===== config.mk =====
export PLATFORM = sky130hd
export DESIGN_NAME = time_display_driver_flat
export DESIGN_NICKNAME = d
export VERILOG_FILES = /design/src/rtl/display_pkg.sv /design/src/rtl/time_display_driver_if.sv /design/src/rtl/time_display_driver_bcd_to_7seg.sv /design/src/rtl/time_display_driver.sv /design/src/flat_wrapper.sv
export SDC_FILE = /design/constraint.sdc
export NUM_CORES = 1
export LEC_CHECK = 0
export ABC_AREA = 1
export BUFFER_PORTS_ARGS = -buffer_cell sky130_fd_sc_hd__buf_4
export CAP_MARGIN = 20
export CORE_MARGIN = 3
export CORE_UTILIZATION = 45
export CTS_CLUSTER_SIZE = 25
export DETAILED_ROUTE_END_ITERATION = 6
export HOLD_SLACK_MARGIN = 0.05
export PLACE_DENSITY = 0.66
export SYNTH_ARGS = -nofsm -noshare
export SYNTH_HDL_FRONTEND = slang
export SYNTH_SLANG_ARGS = --single-unit

===== constraint.sdc =====
create_clock -name clk -period 1.9 [get_ports clk]
set_input_delay 0.19 -clock clk [delete_from_list [all_inputs] [get_ports clk]]
set_output_delay 0.19 -clock clk [all_outputs]
set_load 0.01 [all_outputs]

===== src/rtl/display_pkg.sv =====
// -----------------------------------------------------------------------------
// display_pkg
// Shared types and constants for the MM:SS time display driver:
//   - conversion FSM state type
//   - 7-segment glyphs, segment order {g,f,e,d,c,b,a}, active-high
//   - scan slot indices and their one-hot digit enables
//   - field/digit widths and the double-dabble nibble adjust helpers
// No ports (package).
// -----------------------------------------------------------------------------
package display_pkg;

    localparam int FIELD_W = 6;
    localparam int DIGITS  = 4;

    // Six shift iterations per conversion, counted 0..5.
    localparam logic [2:0] ITER_LAST = 3'd5;

    typedef enum logic [1:0] {
        IDLE   = 2'd0,
        SHIFT  = 2'd1,
        COMMIT = 2'd2
    } state_t;

    localparam logic [6:0] SEG_0   = 7'b0111111;
    localparam logic [6:0] SEG_1   = 7'b0000110;
    localparam logic [6:0] SEG_2   = 7'b1011011;
    localparam logic [6:0] SEG_3   = 7'b1001111;
    localparam logic [6:0] SEG_4   = 7'b1100110;
    localparam logic [6:0] SEG_5   = 7'b1101101;
    localparam logic [6:0] SEG_6   = 7'b1111101;
    localparam logic [6:0] SEG_7   = 7'b0000111;
    localparam logic [6:0] SEG_8   = 7'b1111111;
    localparam logic [6:0] SEG_9   = 7'b1101111;
    localparam logic [6:0] SEG_OFF = 7'b0000000;

    // Scan slot indices; slot 0 is the rightmost digit.
    localparam logic [1:0] IDX_S_ONES = 2'd0;
    localparam logic [1:0] IDX_S_TENS = 2'd1;
    localparam logic [1:0] IDX_M_ONES = 2'd2;
    localparam logic [1:0] IDX_M_TENS = 2'd3;

    localparam logic [DIGITS-1:0] EN_S_ONES = 4'b0001;
    localparam logic [DIGITS-1:0] EN_S_TENS = 4'b0010;
    localparam logic [DIGITS-1:0] EN_M_ONES = 4'b0100;
    localparam logic [DIGITS-1:0] EN_M_TENS = 4'b1000;
    localparam logic [DIGITS-1:0] EN_NONE   = 4'b0000;

    // Double-dabble correction: a nibble of 5 or more would overflow past 9
    // when doubled, so bias it by 3 before the shift.
    function automatic logic [3:0] add3(input logic [3:0] nib);
        if (nib >= 4'd5) begin
            return nib + 4'd3;
        end else begin
            return nib;
        end
    endfunction

    // Apply the correction to both nibbles of a two-digit BCD register.
    function automatic logic [7:0] dabble_adjust(input logic [7:0] bcd);
        return {add3(bcd[7:4]), add3(bcd[3:0])};
    endfunction

endpackage


===== src/rtl/time_display_driver_if.sv =====
// -----------------------------------------------------------------------------
// time_display_driver_if
// Bundles the time word, blank control and display/status outputs.
//   master : the time source / board side (drives time_in, blank)
//   slave  : the display driver (drives seg, dp, digit_en, bcd_out, busy)
// Signals:
//   time_in  [11:0] {minutes[5:0], seconds[5:0]}, unsigned binary
//   blank           forces display dark
//   seg      [6:0]  {g,f,e,d,c,b,a}, active-high
//   dp              decimal point / colon, active-high
//   digit_en [3:0]  one-hot digit select, bit0 = seconds ones
//   bcd_out  [15:0] {m_tens, m_ones, s_tens, s_ones}
//   busy            conversion in progress
// -----------------------------------------------------------------------------
interface time_display_driver_if;
    import display_pkg::*;

    logic [2*FIELD_W-1:0] time_in;
    logic                 blank;
    logic [6:0]           seg;
    logic                 dp;
    logic [DIGITS-1:0]    digit_en;
    logic [4*DIGITS-1:0]  bcd_out;
    logic                 busy;

    modport master (
        output time_in,
        output blank,
        input  seg,
        input  dp,
        input  digit_en,
        input  bcd_out,
        input  busy
    );

    modport slave (
        input  time_in,
        input  blank,
        output seg,
        output dp,
        output digit_en,
        output bcd_out,
        output busy
    );

endinterface


===== src/rtl/time_display_driver_bcd_to_7seg.sv =====
// -----------------------------------------------------------------------------
// bcd_to_7seg
// Combinational BCD nibble to 7-segment glyph decoder.
//   nibble  [3:0] BCD digit; values above 9 decode to all segments off
//   pattern [6:0] {g,f,e,d,c,b,a}, active-high
// -----------------------------------------------------------------------------
module bcd_to_7seg
    import display_pkg::*;
(
    input  logic [3:0] nibble,
    output logic [6:0] pattern
);

    // Glyph lookup; non-decimal nibbles are dark rather than garbage.
    always_comb begin
        pattern = SEG_OFF;
        case (nibble)
            4'd0:    pattern = SEG_0;
            4'd1:    pattern = SEG_1;
            4'd2:    pattern = SEG_2;
            4'd3:    pattern = SEG_3;
            4'd4:    pattern = SEG_4;
            4'd5:    pattern = SEG_5;
            4'd6:    pattern = SEG_6;
            4'd7:    pattern = SEG_7;
            4'd8:    pattern = SEG_8;
            4'd9:    pattern = SEG_9;
            default: pattern = SEG_OFF;
        endcase
    end

endmodule


===== src/rtl/time_display_driver.sv =====
// -----------------------------------------------------------------------------
// time_display_driver
// Converts the packed {minutes, seconds} time word to four BCD digits with a
// sequential shift-and-add-3 engine and drives a 4-digit multiplexed
// common-cathode 7-segment display (MM.SS, dp lit on the minutes-ones digit).
// Parameters:
//   SCAN_DIV  clk cycles per digit scan slot (>= 2)
// Ports:
//   clk   system clock
//   nrst  asynchronous active-low reset
//   bus   time_display_driver_if.slave (time_in, blank in; seg, dp,
//         digit_en, bcd_out, busy out)
// -----------------------------------------------------------------------------
module time_display_driver
    import display_pkg::*;
#(
    parameter int SCAN_DIV = 1000
) (
    input  logic                  clk,
    input  logic                  nrst,
    time_display_driver_if.slave  bus
);

    localparam int PRE_W = (SCAN_DIV > 2) ? $clog2(SCAN_DIV) : 1;
    localparam logic [PRE_W-1:0] PRE_LAST = PRE_W'(SCAN_DIV - 1);

    // Conversion state
    state_t                 state_r;
    logic [2*FIELD_W-1:0]   captured_r;
    logic                   pending_r;
    logic [2:0]             iter_r;
    logic [FIELD_W-1:0]     min_bin_r;
    logic [FIELD_W-1:0]     sec_bin_r;
    logic [7:0]             min_bcd_r;
    logic [7:0]             sec_bcd_r;
    logic [4*DIGITS-1:0]    bcd_out_r;
    logic                   busy_r;

    // Scan state and registered display outputs
    logic [PRE_W-1:0]       prescale_r;
    logic [1:0]             scan_idx_r;
    logic [DIGITS-1:0]      digit_en_r;
    logic [6:0]             seg_r;
    logic                   dp_r;

    // Combinational helpers
    logic [7:0]             min_adj_s;
    logic [7:0]             sec_adj_s;
    logic [7:0]             min_bcd_nxt_s;
    logic [7:0]             sec_bcd_nxt_s;
    logic [FIELD_W-1:0]     min_bin_nxt_s;
    logic [FIELD_W-1:0]     sec_bin_nxt_s;
    logic [3:0]             digit_sel_s;
    logic [DIGITS-1:0]      digit_en_s;
    logic [6:0]             glyph_s;

    // One double-dabble step for both fields: adjust nibbles, then shift
    // {bcd, bin} left by one (bit 7 of the adjusted BCD is always zero for
    // inputs below 100, so dropping it loses nothing).
    always_comb begin
        min_adj_s = dabble_adjust(min_bcd_r);
        sec_adj_s = dabble_adjust(sec_bcd_r);
        {min_bcd_nxt_s, min_bin_nxt_s} = {min_adj_s[6:0], min_bin_r, 1'b0};
        {sec_bcd_nxt_s, sec_bin_nxt_s} = {sec_adj_s[6:0], sec_bin_r, 1'b0};
    end

    // Conversion FSM: capture a new time word, run six shift steps, commit.
    always_ff @(posedge clk or negedge nrst) begin
        if (!nrst) begin
            state_r    <= IDLE;
            captured_r <= 12'd0;
            pending_r  <= 1'b1;
            iter_r     <= 3'd0;
            min_bin_r  <= 6'd0;
            sec_bin_r  <= 6'd0;
            min_bcd_r  <= 8'd0;
            sec_bcd_r  <= 8'd0;
            bcd_out_r  <= 16'h0000;
            busy_r     <= 1'b0;
        end else begin
            case (state_r)
                IDLE: begin
                    // pending forces one conversion after reset even if the
                    // input already equals the reset value of captured.
                    if (pending_r || (bus.time_in != captured_r)) begin
                        captured_r <= bus.time_in;
                        min_bin_r  <= bus.time_in[2*FIELD_W-1:FIELD_W];
                        sec_bin_r  <= bus.time_in[FIELD_W-1:0];
                        min_bcd_r  <= 8'd0;
                        sec_bcd_r  <= 8'd0;
                        iter_r     <= 3'd0;
                        pending_r  <= 1'b0;
                        busy_r     <= 1'b1;
                        state_r    <= SHIFT;
                    end else begin
                        state_r    <= IDLE;
                    end
                end
                SHIFT: begin
                    min_bcd_r <= min_bcd_nxt_s;
                    min_bin_r <= min_bin_nxt_s;
                    sec_bcd_r <= sec_bcd_nxt_s;
                    sec_bin_r <= sec_bin_nxt_s;
                    iter_r    <= iter_r + 3'd1;
                    if (iter_r == ITER_LAST) begin
                        state_r <= COMMIT;
                    end else begin
                        state_r <= SHIFT;
                    end
                end
                COMMIT: begin
                    // Only complete conversions ever reach bcd_out.
                    bcd_out_r <= {min_bcd_r, sec_bcd_r};
                    busy_r    <= 1'b0;
                    state_r   <= IDLE;
                end
                default: begin
                    busy_r  <= 1'b0;
                    state_r <= IDLE;
                end
            endcase
        end
    end

    // Scan prescaler and digit index; free-running, unaffected by blank.
    always_ff @(posedge clk or negedge nrst) begin
        if (!nrst) begin
            prescale_r <= '0;
            scan_idx_r <= 2'd0;
        end else begin
            if (prescale_r == PRE_LAST) begin
                prescale_r <= '0;
                scan_idx_r <= scan_idx_r + 2'd1;
            end else begin
                prescale_r <= prescale_r + PRE_W'(1);
                scan_idx_r <= scan_idx_r;
            end
        end
    end

    // Select the committed digit and one-hot enable for the current slot.
    always_comb begin
        digit_sel_s = 4'd0;
        digit_en_s  = EN_NONE;
        case (scan_idx_r)
            IDX_S_ONES: begin
                digit_sel_s = bcd_out_r[3:0];
                digit_en_s  = EN_S_ONES;
            end
            IDX_S_TENS: begin
                digit_sel_s = bcd_out_r[7:4];
                digit_en_s  = EN_S_TENS;
            end
            IDX_M_ONES: begin
                digit_sel_s = bcd_out_r[11:8];
                digit_en_s  = EN_M_ONES;
            end
            IDX_M_TENS: begin
                digit_sel_s = bcd_out_r[15:12];
                digit_en_s  = EN_M_TENS;
            end
            default: begin
                digit_sel_s = 4'd0;
                digit_en_s  = EN_NONE;
            end
        endcase
    end

    bcd_to_7seg u_bcd_to_7seg (
        .nibble  (digit_sel_s),
        .pattern (glyph_s)
    );

    // Register enable, glyph and dp together so they always agree.
    always_ff @(posedge clk or negedge nrst) begin
        if (!nrst) begin
            digit_en_r <= EN_S_ONES;
            seg_r      <= SEG_0;
            dp_r       <= 1'b0;
        end else begin
            if (bus.blank) begin
                digit_en_r <= EN_NONE;
                seg_r      <= SEG_OFF;
                dp_r       <= 1'b0;
            end else begin
                digit_en_r <= digit_en_s;
                seg_r      <= glyph_s;
                dp_r       <= (scan_idx_r == IDX_M_ONES);
            end
        end
    end

    assign bus.seg      = seg_r;
    assign bus.dp       = dp_r;
    assign bus.digit_en = digit_en_r;
    assign bus.bcd_out  = bcd_out_r;
    assign bus.busy     = busy_r;

endmodule

===== src/flat_wrapper.sv =====
// flat-port wrapper written by rule: the top's interface ports become plain ports
module time_display_driver_flat import display_pkg::*;
#(
    parameter int SCAN_DIV = 1000
)
  (clk, nrst, bus_time_in, bus_blank, bus_seg, bus_dp, bus_digit_en, bus_bcd_out, bus_busy);
  time_display_driver_if bus_i ();
  input  logic clk;
  input  logic nrst;
  input wire logic [$bits(bus_i.time_in)-1:0] bus_time_in;
  input wire logic [$bits(bus_i.blank)-1:0] bus_blank;
  output wire logic [$bits(bus_i.seg)-1:0] bus_seg;
  output wire logic [$bits(bus_i.dp)-1:0] bus_dp;
  output wire logic [$bits(bus_i.digit_en)-1:0] bus_digit_en;
  output wire logic [$bits(bus_i.bcd_out)-1:0] bus_bcd_out;
  output wire logic [$bits(bus_i.busy)-1:0] bus_busy;
  assign bus_i.time_in = bus_time_in;
  assign bus_i.blank = bus_blank;
  assign bus_seg = bus_i.seg;
  assign bus_dp = bus_i.dp;
  assign bus_digit_en = bus_i.digit_en;
  assign bus_bcd_out = bus_i.bcd_out;
  assign bus_busy = bus_i.busy;
  time_display_driver #(.SCAN_DIV(SCAN_DIV)) u_core (.clk(clk), .nrst(nrst), .bus(bus_i));
endmodule

==> run_summary.xml <==
<?xml version="1.0" encoding="UTF-8"?>
<metrics>
  <group name="outcome">
    <metric name="outcome" unit="">complete, no violations</metric>
  </group>
  <group name="global_route">
    <metric name="grt_pass1_wl" unit="um">14930</metric>
    <metric name="antenna_found_initial" unit="">0</metric>
    <metric name="groute.layer.met3.usage" unit="%">3.662</metric>
    <metric name="grt_start_max_net_pins" unit="">45</metric>
    <metric name="gr-usage-all-layers" unit="%">16.66</metric>
    <metric name="grt_use_met1" unit="%">21.55</metric>
    <metric name="globalRoute.busiestLayer" unit="">met2</metric>
    <metric name="overflow" unit="">0</metric>
    <metric name="grt_util_met2" unit="%">27.76</metric>
    <metric name="number_of_global_route_vias_before_repair" unit="">3312</metric>
  </group>
  <group name="finish">
    <metric name="postLayoutCellArea" unit="um2">5120</metric>
    <metric name="share_of_cells_above_drive_strength_1" unit="%">17.54</metric>
    <metric name="filler_cell_count" unit="">874</metric>
    <metric name="area_delta_synth_final" unit="%">18.30</metric>
    <metric name="final-seq-area" unit="um2">2163</metric>
    <metric name="post_route_non_filler_standard_cell_count" unit="">722</metric>
    <metric name="antenna_cells_inserted" unit="">0</metric>
    <metric name="final_nets" unit="">623</metric>
    <metric name="combined_area_of_the_multi_input_logic_cells" unit="um2">1868</metric>
  </group>
  <group name="floorplanning">
    <metric name="placement_rows" unit="">35</metric>
    <metric name="die_h" unit="um">104.1</metric>
    <metric name="coreArea" unit="um2">9284</metric>
    <metric name="die_area" unit="um2">10830</metric>
    <metric name="starting_utilization_of_the_core_area" unit="%">46.62</metric>
    <metric name="die_w" unit="um">104.1</metric>
    <metric name="boundary_pins" unit="">44</metric>
  </group>
  <group name="setup_path">
    <metric name="crit_path_start" unit="">u_core.scan_idx_r[1]$_DFFE_PN0N_</metric>
    <metric name="worst_r2r_startpoint" unit="">u_core.scan_idx_r[1]$_DFFE_PN0N_</metric>
    <metric name="setup.worst_path.end" unit="">u_core.bus.seg[4]$_DFF_PN1_</metric>
    <metric name="r2r_slack" unit="ps">100</metric>
    <metric name="critical-path-max-stage-delay" unit="ps">440</metric>
    <metric name="setup.worst_path.class" unit="">reg -&gt; reg</metric>
    <metric name="path_max_fanout" unit="">6</metric>
    <metric name="rr_worst_depth" unit="">11</metric>
    <metric name="timing.rr.end" unit="">u_core.bus.seg[4]$_DFF_PN1_</metric>
    <metric name="worstPathCellList" unit="">inv_2 -&gt; ha_4 -&gt; inv_2 -&gt; or2_2 -&gt; o21ai_2 -&gt; buf_4 -&gt; ha_2 -&gt; inv_1 -&gt; nor2_2 -&gt; o21ai_0 -&gt; a21oi_1</metric>
    <metric name="critical_path.startpoint_type" unit="">flop</metric>
    <metric name="crit_path_end_kind" unit="">flop</metric>
    <metric name="critical_path_required" unit="ps">2190</metric>
    <metric name="cp.arrival" unit="ps">2100</metric>
    <metric name="crit_path_top_delay_cell" unit="">dfrtp_1</metric>
    <metric name="cpMostUsedCell" unit="">inv_2</metric>
  </group>
  <group name="synth">
    <metric name="syn_area_per_cell" unit="um2">8.090</metric>
    <metric name="fraction_of_synthesis_flops_using_an_asynchronous_set_or_reset_pin" unit="%">100.0</metric>
    <metric name="yosys.area.top_type_share" unit="%">45.10</metric>
    <metric name="netlist_area" unit="um2">4328</metric>
    <metric name="synth_register_bits" unit="">86</metric>
    <metric name="ys_dominant_reg_cell" unit="">dfrtp_1</metric>
    <metric name="ys_seq_area_share" unit="%">49.96</metric>
    <metric name="synth_nets" unit="">570</metric>
    <metric name="post_synth_main_area_contributors" unit="">dfrtp_1 45%, nand2_1 13%, ha_1 5.8%</metric>
    <metric name="largest_area_contributor_in_the_netlist" unit="">dfrtp_1</metric>
    <metric name="synth.distinct_cells" unit="">32</metric>
    <metric name="ys_warn_count" unit="">0</metric>
    <metric name="synthCells" unit="">535</metric>
    <metric name="synth-edff-count" unit="">0</metric>
  </group>
  <group name="sta">
    <metric name="max_clock_freq" unit="MHz">554.6</metric>
    <metric name="worst_slew_margin_rel" unit="%">52.43</metric>
    <metric name="setup_viol" unit="">0</metric>
    <metric name="final_max_slew_viol_count" unit="">0</metric>
    <metric name="rsz0062_at_grt" unit="">true</metric>
    <metric name="final_count_of_hold_timing_violations" unit="">0</metric>
    <metric name="worst_margin_slew" unit="ps">712.6</metric>
    <metric name="timing.final.crit_share" unit="%">94.89</metric>
    <metric name="fin_worst_skew" unit="ps">11.57</metric>
    <metric name="final.min_clock_period" unit="ps">1803</metric>
  </group>
  <group name="clock_network">
    <metric name="cts_bufs_inserted" unit="">9</metric>
    <metric name="clk_latency" unit="ps">360</metric>
    <metric name="tritoncts" unit="">done</metric>
    <metric name="clock_path_buffers" unit="">2</metric>
    <metric name="clockRootBuffer" unit="">clkbuf_8</metric>
    <metric name="cts.sinks" unit="">86</metric>
    <metric name="path_clk_slew" unit="ps">90</metric>
    <metric name="clock_tree.htree_level_count" unit="">3</metric>
  </group>
  <group name="route">
    <metric name="via_per_inst" unit="">4.825</metric>
    <metric name="wl_per_cell" unit="um">11.94</metric>
    <metric name="detailedRoute.firstPassIterationCount" unit="">4</metric>
    <metric name="vias" unit="">3484</metric>
    <metric name="postRouteWirelength" unit="um">8618</metric>
    <metric name="first_iter_violations" unit="">165</metric>
    <metric name="antenna_violating_nets_post_route" unit="">0</metric>
    <metric name="route.detailed.drc" unit="">0</metric>
  </group>
  <group name="power">
    <metric name="leakage" unit="nW">2.616</metric>
    <metric name="share_comb_of_total_power" unit="%">41.5</metric>
    <metric name="power_per_cell_area" unit="nW/um2">1508</metric>
    <metric name="p_sw" unit="mW">3.049</metric>
    <metric name="power.internal" unit="mW">4.671</metric>
    <metric name="p_sw_share" unit="%">39.50</metric>
    <metric name="seq_power_share" unit="%">40.1</metric>
    <metric name="ir_worst_vdd" unit="mV">0.6489</metric>
    <metric name="clock_power_share" unit="%">18.4</metric>
  </group>
  <group name="placed_design">
    <metric name="placement.io_buffers" unit="">43</metric>
    <metric name="dp_hpwl" unit="um">6071</metric>
    <metric name="detailed_place.area" unit="um2">4782</metric>
    <metric name="gp_routability_congestion" unit="">0.8400</metric>
    <metric name="post-place-cells" unit="">699</metric>
  </group>
  <group name="worst_hold_path">
    <metric name="holdCritPathClass" unit="">in -&gt; reg</metric>
  </group>
  <group name="flow_run">
    <metric name="maxCapViolCount" unit="">0</metric>
  </group>
</metrics>
sequential cells by signal, indices dropped and copies added, names as in the netlist, 3 cells and up:
| register | count |
|---|---|
| u_core.bus.seg | 7 |
| u_core.sec_bin_r | 6 |
| u_core.bus.digit_en | 4 |
| u_core.iter_r | 3 |
| u_core.captured_r | 12 |
| u_core.bus.bcd_out | 16 |
| u_core.min_bcd_r | 8 |
| u_core.sec_bcd_r | 8 |
| u_core.min_bin_r | 6 |
| u_core.prescale_r | 10 |
through the flow:
step / setup TNS, ps / setup slack [ps] / util [%] / hold slack (ps) / total power [mW]
detailed placement: -14.90 / -14.69 / 51.51 / 150.9 / 6.283
global placement: 0 / 73.07 / 51.51 / 150.0 / 6.166
finish: 0 / 97.05 / 55.15 / 111.1 / 7.719
global route: -1.658 / -1.658 / 55.15 / 120.9 / 8.426
CTS: 0 / 6.647 / 54.22 / 96.44 / 7.752
floorplan: 0 / 95.94 / - / -105.6 / 5.293
placed cells by master, fill, tap and decap left out, types with 4 or more instances in the layout:
master    synthesis  final
or2_2             4      4
ha_1             20     15
nand3_1          43     43
buf_4             1     55
dfrtp_1          78     77
o21ai_0          46     44
nand2_1         149    148
inv_1            62     59
dfstp_2           8      8
nor2_1           49     47
clkbuf_8          0     10
xor2_1            5      5
a21oi_1          19     19
inv_2             3      5
o21ai_1          13     15
layout make-up:
class                   instances  share of cell area, %
multi-input cells             367                  36.49
clock buffers                  13                  2.908
repair buffers                 59                  9.066
flip-flops and latches         86                  42.25
inverters                      65                  4.814
well taps                     129                  3.152
clock inverters                 3                  1.320
critical path: cells and delay by family (launching register included):
kind	cells	cell delay, ps
compound gates	3	270
fa+ha+maj	2	310
buf+inv	4	370
flops	1	440
simple gates	2	360
synth_stat cells (3+ instances only):
master / count
a21oi_1: 19
buf_2: 4
buf_6: 5
clkbuf_1: 6
dfrtp_1: 78
dfstp_2: 8
ha_1: 20
inv_1: 62
inv_2: 3
nand2_1: 149
nand3_1: 43
nor2_1: 49
nor3_1: 3
o21ai_0: 46
o21ai_1: 13
or2_2: 4
xor2_1: 5
how the worst min path moves through the flow:
| stage | from | end | slack (ps) | cells after the start |
|---|---|---|---|---|
| finish | bus_time_in[4] | u_core.captured_r[4]$_DFFE_PN0P_ | 110 | 3 |
| CTS | bus_time_in[4] | u_core.captured_r[4]$_DFFE_PN0P_ | 100 | 3 |
| detailed placement | nrst | u_core.bus.seg[6]$_DFF_PN0_ | 150 | 1 |
| floorplan | nrst | u_core.bus.bcd_out[0]$_DFFE_PN0N_ | -110 | 0 |
| global route | bus_time_in[4] | u_core.captured_r[4]$_DFFE_PN0P_ | 120 | 3 |
| global placement | nrst | u_core.bus.seg[6]$_DFF_PN0_ | 150 | 1 |
what timing repair did:
item / CTS / global route
hold buffers: 2 / 0
setup endpoints to repair: 3 / 12
cloned: 0 / 0
hold endpoints to repair: 30 / 0
gates resized for setup: 0 / 20
buffers inserted: 2 / 3
pin swaps: 1 / 4
per-layer routing:
layer  up-vias  wire, um
li1       1799         -
met1      1622      4128
met2        54      4025
met3         9       348
met4         0       115
met5         -         0
power by group through the flow:
stage / Combinational [mW] / Sequential [mW] / Clock, mW
floorplan: 2.19 / 3.11 / 0
detailed placement: 3.16 / 3.12 / 0
global route: 3.72 / 3.18 / 1.53
global placement: 3.05 / 3.12 / 0
CTS: 3.20 / 3.09 / 1.46
finish: 3.20 / 3.10 / 1.42
logic make-up after synthesis:
group | Yosys count | share of synthesized area (%)
simple gates | 257 | 24.78
flops | 86 | 49.96
compound gates | 83 | 9.887
buf+inv | 82 | 8.181
fa+ha+maj | 20 | 5.782
xor+xnor | 7 | 1.417
Note: power is estimated with default switching activity, not from simulation.
